<file path="src/rtl/nibble_serial_cmp.sv">
// nibble_serial_cmp: full-width unsigned compare, one nibble per cycle, MSB first, via an external 4-bit slice.
// Optional feature: define NSC_EARLY_EXIT_EN to finish on the first unequal nibble.
module nibble_serial_cmp #(
    parameter int WIDTH = 16
) (
    input  logic             clk,
    input  logic             rst_n,
    input  logic             start,
    input  logic [WIDTH-1:0] op_a,
    input  logic [WIDTH-1:0] op_b,
    output logic             busy,
    output logic             done,
    output logic [3:0]       cmp_a,
    output logic [3:0]       cmp_b,
    input  logic             slice_gt,
    input  logic             slice_lt,
    input  logic             slice_eq,
    output logic             res_gt,
    output logic             res_lt,
    output logic             res_eq
);

    localparam int NIB = WIDTH / 4;
    localparam int IW  = (NIB > 1) ? $clog2(NIB) : 1;

    typedef enum logic [1:0] {
        IDLE,
        RUN,
        DONE
    } state_t;

    state_t           state;
    logic [IW-1:0]    idx;
    logic [WIDTH-1:0] a_q;
    logic [WIDTH-1:0] b_q;

    logic s_gt;
    logic s_lt;
    logic last;
    logic accept;
    logic nxt_gt;
    logic nxt_lt;
    logic exit_run;
    logic eq_unused;

    // gt wins over lt; anything else (including all-zero) reads as equal
    assign s_gt      = slice_gt;
    assign s_lt      = !slice_gt && slice_lt;
    assign eq_unused = slice_eq;
    assign last      = (idx == '0);
    assign accept    = start && (state == IDLE || state == DONE);

`ifdef NSC_EARLY_EXIT_EN
    assign nxt_gt   = s_gt;
    assign nxt_lt   = s_lt;
    assign exit_run = last || s_gt || s_lt;
`else
    logic dec_gt;
    logic dec_lt;

    // a decided result is sticky; later nibbles cannot override it
    assign nxt_gt   = dec_gt || (!dec_lt && s_gt);
    assign nxt_lt   = dec_lt || (!dec_gt && s_lt);
    assign exit_run = last;

    // sticky decision flags, cleared on every accepted start
    always_ff @(posedge clk or negedge rst_n) begin
        if (!rst_n) begin
            dec_gt <= 1'b0;
            dec_lt <= 1'b0;
        end else if (accept) begin
            dec_gt <= 1'b0;
            dec_lt <= 1'b0;
        end else if (state == RUN) begin
            dec_gt <= nxt_gt;
            dec_lt <= nxt_lt;
        end
    end
`endif

    // control FSM: capture, walk nibbles downward, load result
    always_ff @(posedge clk or negedge rst_n) begin
        if (!rst_n) begin
            state  <= IDLE;
            idx    <= '0;
            a_q    <= '0;
            b_q    <= '0;
            res_gt <= 1'b0;
            res_lt <= 1'b0;
            res_eq <= 1'b0;
        end else begin
            unique case (state)
                RUN: begin
                    if (exit_run) begin
                        state  <= DONE;
                        res_gt <= nxt_gt;
                        res_lt <= nxt_lt;
                        res_eq <= !nxt_gt && !nxt_lt;
                    end else begin
                        idx <= idx - 1'b1;
                    end
                end
                default: begin
                    if (accept) begin
                        state  <= RUN;
                        idx    <= IW'(NIB - 1);
                        a_q    <= op_a;
                        b_q    <= op_b;
                        res_gt <= 1'b0;
                        res_lt <= 1'b0;
                        res_eq <= 1'b0;
                    end else begin
                        state <= IDLE;
                    end
                end
            endcase
        end
    end

    assign busy = (state == RUN);
    assign done = (state == DONE);

    // current nibble to the slice, zero outside RUN
    always_comb begin
        cmp_a = 4'h0;
        cmp_b = 4'h0;
        if (state == RUN) begin
            cmp_a = a_q[{idx, 2'b00} +: 4];
            cmp_b = b_q[{idx, 2'b00} +: 4];
        end
    end

endmodule

</file>
<file path="config.mk">
export PLATFORM = sky130hd
export DESIGN_NAME = nibble_serial_cmp
export DESIGN_NICKNAME = d
export VERILOG_FILES = /design/src/rtl/nibble_serial_cmp.sv
export SDC_FILE = /design/constraint.sdc
export NUM_CORES = 1
export LEC_CHECK = 0
export ABC_AREA = 1
export CAP_MARGIN = 20
export CELL_PAD_IN_SITES_DETAIL_PLACEMENT = 0
export CELL_PAD_IN_SITES_GLOBAL_PLACEMENT = 1
export CORE_MARGIN = 10
export CORE_UTILIZATION = 32
export DETAILED_ROUTE_END_ITERATION = 8
export PLACE_DENSITY = 0.77
export SLEW_MARGIN = 20
export SYNTH_ARGS = -nofsm -noshare
export SYNTH_HDL_FRONTEND = slang
export SYNTH_SLANG_ARGS = --single-unit
</file>
<file path="constraint.sdc">
create_clock -name clk -period 1.4 [get_ports clk]
set_input_delay 0.42 -clock clk [delete_from_list [all_inputs] [get_ports clk]]
set_output_delay 0.42 -clock clk [all_outputs]
set_load 0.03 [all_outputs]
</file>
==> run_results.csv, run 1 <==
group,metric,value,unit
outcome,violations,"setup timing",
floorplan,coreArea,0.00603,mm²
synthesis,yosys.area_share.xor_xnor,0,
outcome,status,"finished with violations",
floorplan,boundaryPins,51,
clocking,cts-root-buf,"clkbuf_8",
worst_setup_path,rr_worst_depth,7,
sta,layout_setup_ws,-387,ps
floorplan,fp.dieH,99.3,µm
power,peakVddDrop,0.00141,V
sta,drv_slew,0,
flow_run,max-cap-violations,0,
sta,worstMarginPinSlew,228,ps
sta,period_needed,1790,ps
worst_setup_path,reg2reg_slack,110,ps
finish,final_util,0.528,
floorplan,initial_core_util,0.334,
global_routing,grt_pass1_wl,8490,µm
detailed_routing,num_vias,1757,
finish,fillers,586,
clocking,clk_pin_slew,80,ps
global_routing,grt-ovfl-total,0,
clocking,clock-sinks,41,
clocking,cts_buffers,5,
placed_design,dp_cells,382,
worst_setup_path,crit_fanout,7,
floorplan,die_x,99.3,µm
synthesis,ys_types,19,
synthesis,synthMuxAreaShare,0,
finish,layout.nets,359,
worst_setup_path,worstPathArrival,1370,ps
synthesis,synth_top_family_by_area,"simple AND/OR/NAND/NOR gates",
sta,grt_setup_unrepaired,"yes",
detailed_routing,finalWirelength,5000,µm
worst_setup_path,crit_top_cell,"buf_6",
synthesis,ys_seq_area_frac,0.510,
finish,fin_cells,396,
sta,timing.final.hold_violations,0,
sta,setup_violations,10,
global_routing,grt_max_degree,42,
detailed_routing,drc_errors,0,
sta,hold-worst-slack,85.9,ps
sta,min_period_over_period,1.28,
clocking,clk_path_buf_depth,2,
detailed_routing,ant_nets,0,
sta,relSlewSlack,0.848,
worst_setup_path,critical-path-slowest-cell,"dfrtp_2",
detailed_routing,wl_per_cell,12.6,µm
synthesis,async_flop_share,1.00,
synthesis,synth-edff-count,0,
clocking,htreeDepth,2,
floorplan,die_area,0.00985,mm²
global_routing,grt_antenna_before_repair,0,
synthesis,netlist_instances,249,
worst_setup_path,criticalPathCategory,"flop to primary output",
floorplan,rows,28,
synthesis,synthAdderAreaFrac,0.00622,
finish,antenna_cells,0,
worst_setup_path,path_cells,"buf_6 -> nand2_2 -> nand3_2 -> a21oi_4 -> buf_6",
placed_design,io_buffers,49,
sta,fmax,560,MHz
synthesis,yosys_warnings,0,
synthesis,syn_nets,288,
worst_setup_path,r2r_start,"idx[0]",
worst_setup_path,end_kind,"primary output",
global_routing,grt_use_total,0.103,
synthesis,synth_compound_area_frac,0.134,
detailed_routing,drtIter0Drc,56,
synthesis,avgSynthCellArea,8.08,µm²
worst_setup_path,crit_required,980,ps
clocking,clkLatencyLatePin,290,ps
placed_design,dpl.hpwl,3630,µm
synthesis,yosys.area_share.simple,0.228,
synthesis,yosys_register_bits,41,
worst_setup_path,slowest_delay,470,ps
worst_hold_path,hp-class,"input pin to asynchronous set/reset pin",
worst_setup_path,start_kind,"flop",
global_routing,grt_pass1_vias,1858,
sta,finClkSkew,5.43,ps
detailed_routing,dr.pass1.iters,4,
detailed_routing,vias_per_cell,4.44,
finish,drive_gt1_frac,0.343,
power,power_density,2460,mW/mm²
synthesis,netlist_area,0.00201,mm²
placed_design,place.gp.congestion,0.744,
clocking,cts_tree,"done",
finish,area_growth,58.2,%
synthesis,synthFlopType,"dfrtp_1",
power,p_leak,1.50,nW
power,finalPower,7.82,mW
worst_setup_path,rr_endpoint,"res_lt",
## critical path, delay by kind of cell, from the launching register on
kind                   cells  cell delay, ps
AO/OA/AOI/OAI              1             170
AND/OR/NAND/NOR            2             140
flip-flops                 1             470
buffers and inverters      2             310
## cells in the final DEF, fill, tap and decap left out, types with 5 or more instances in the layout
cell type        instances
nand2_1                 68
dfrtp_1                 40
buf_4                   18
nand3_2                 13
clkdlybuf4s50_1         35
o21ai_0                  5
buf_12                   5
nand2_2                 14
clkbuf_8                 5
o21ai_2                 13
o21ai_1                 18
nand3_1                  5
inv_1                   37
a21oi_4                  8
buf_6                   16
## where the power goes
group,switching (mW),total (mW),internal [mW]
combinational,2.72,4.76,2.05
sequential,0.194,1.93,1.74
clock,0.413,1.12,0.709
total,3.33,7.82,4.49
## state kept, by name, summed over array words and instances, names as in the netlist
register  flops
res_gt        1
b_q          16
idx           2
res_lt        1
dec_gt        1
res_eq        1
state         2
dec_lt        1
a_q          16
## worst max-delay path by stage
stage	slack [ps]	cells past startpoint	endpoint	from
after floorplan	-60	4	cmp_a[0]	idx[1]
after global placement	-170	6	b_q[3]	start
after detailed placement	-180	6	a_q[11]	start
after CTS	-390	5	cmp_a[2]	idx[0]
after global routing	-450	5	cmp_a[0]	idx[0]
final	-390	5	cmp_a[0]	idx[0]
## Yosys cell counts, types with 2 or more instances
master	count	area [µm²]
nand3_1	21	105
o21ai_1	18	90.1
dfrtp_1	41	1030
nand2_1	82	308
a21oi_1	8	40.0
clkbuf_1	2	7.51
buf_6	5	56.3
nor2_1	3	11.3
nand2_2	2	12.5
o21ai_2	13	114
inv_2	3	11.3
inv_1	38	143
o21ai_0	5	25.0
buf_2	3	15.0
## per-stage QoR
step | worst slack [ps] | TNS [ps] | cell area [µm²]
floorplan | -61.4 | -582 | 2160
global placement | -171 | -6240 | 2820
detailed placement | -177 | -6240 | 2820
CTS | -387 | -3230 | 3110
global route | -451 | -4000 | 3180
finish | -387 | -3260 | 3180
## metal layers
layer / GRT usage / vias up / wire length (µm) / share of wire
met5: 0 / - / 0 / 0
met4: 0.0165 / 0 / 8 / 0.0016
met3: 0.0339 / 2 / 227 / 0.045
met2: 0.174 / 28 / 2470 / 0.49
met1: 0.125 / 817 / 2290 / 0.46
li1: - / 910 / - / -
## kinds of logic after synthesis
| family | Yosys count |
|---|---|
| compound gates | 44 |
| flops | 41 |
| fa+ha+maj | 1 |
| buf+inv | 53 |
| simple gates | 110 |
## what timing repair did
action                     CTS  global route
hold buffers                 0             0
pin swaps                   25             9
setup endpoints to repair   10            15
buffers inserted             3             5
gates resized for setup     38            14
## cell type report
class                   instances  area, µm²  share of cell area
multi-input cells             155        988               0.311
clock inverters                 3       65.1              0.0204
well taps                      75       93.8              0.0295
clock buffers                   5       68.8              0.0216
flip-flops and latches         41       1030               0.323
repair buffers                 75        771               0.242
inverters                      42        168              0.0527
(Power assumes the default switching activity.)
==> run 2: changes to the inputs <==
Settings changed: GPL_TIMING_DRIVEN set to 1.
==> results of run 2 <==
No change in the layout: final DEF, timing and power equal those of run 1.
==> run 3: changes to the inputs <==
Settings changed: CTS_CLUSTER_SIZE set to 40.
==> results of run 3 <==
No change in the layout: final DEF, timing and power equal those of run 1.
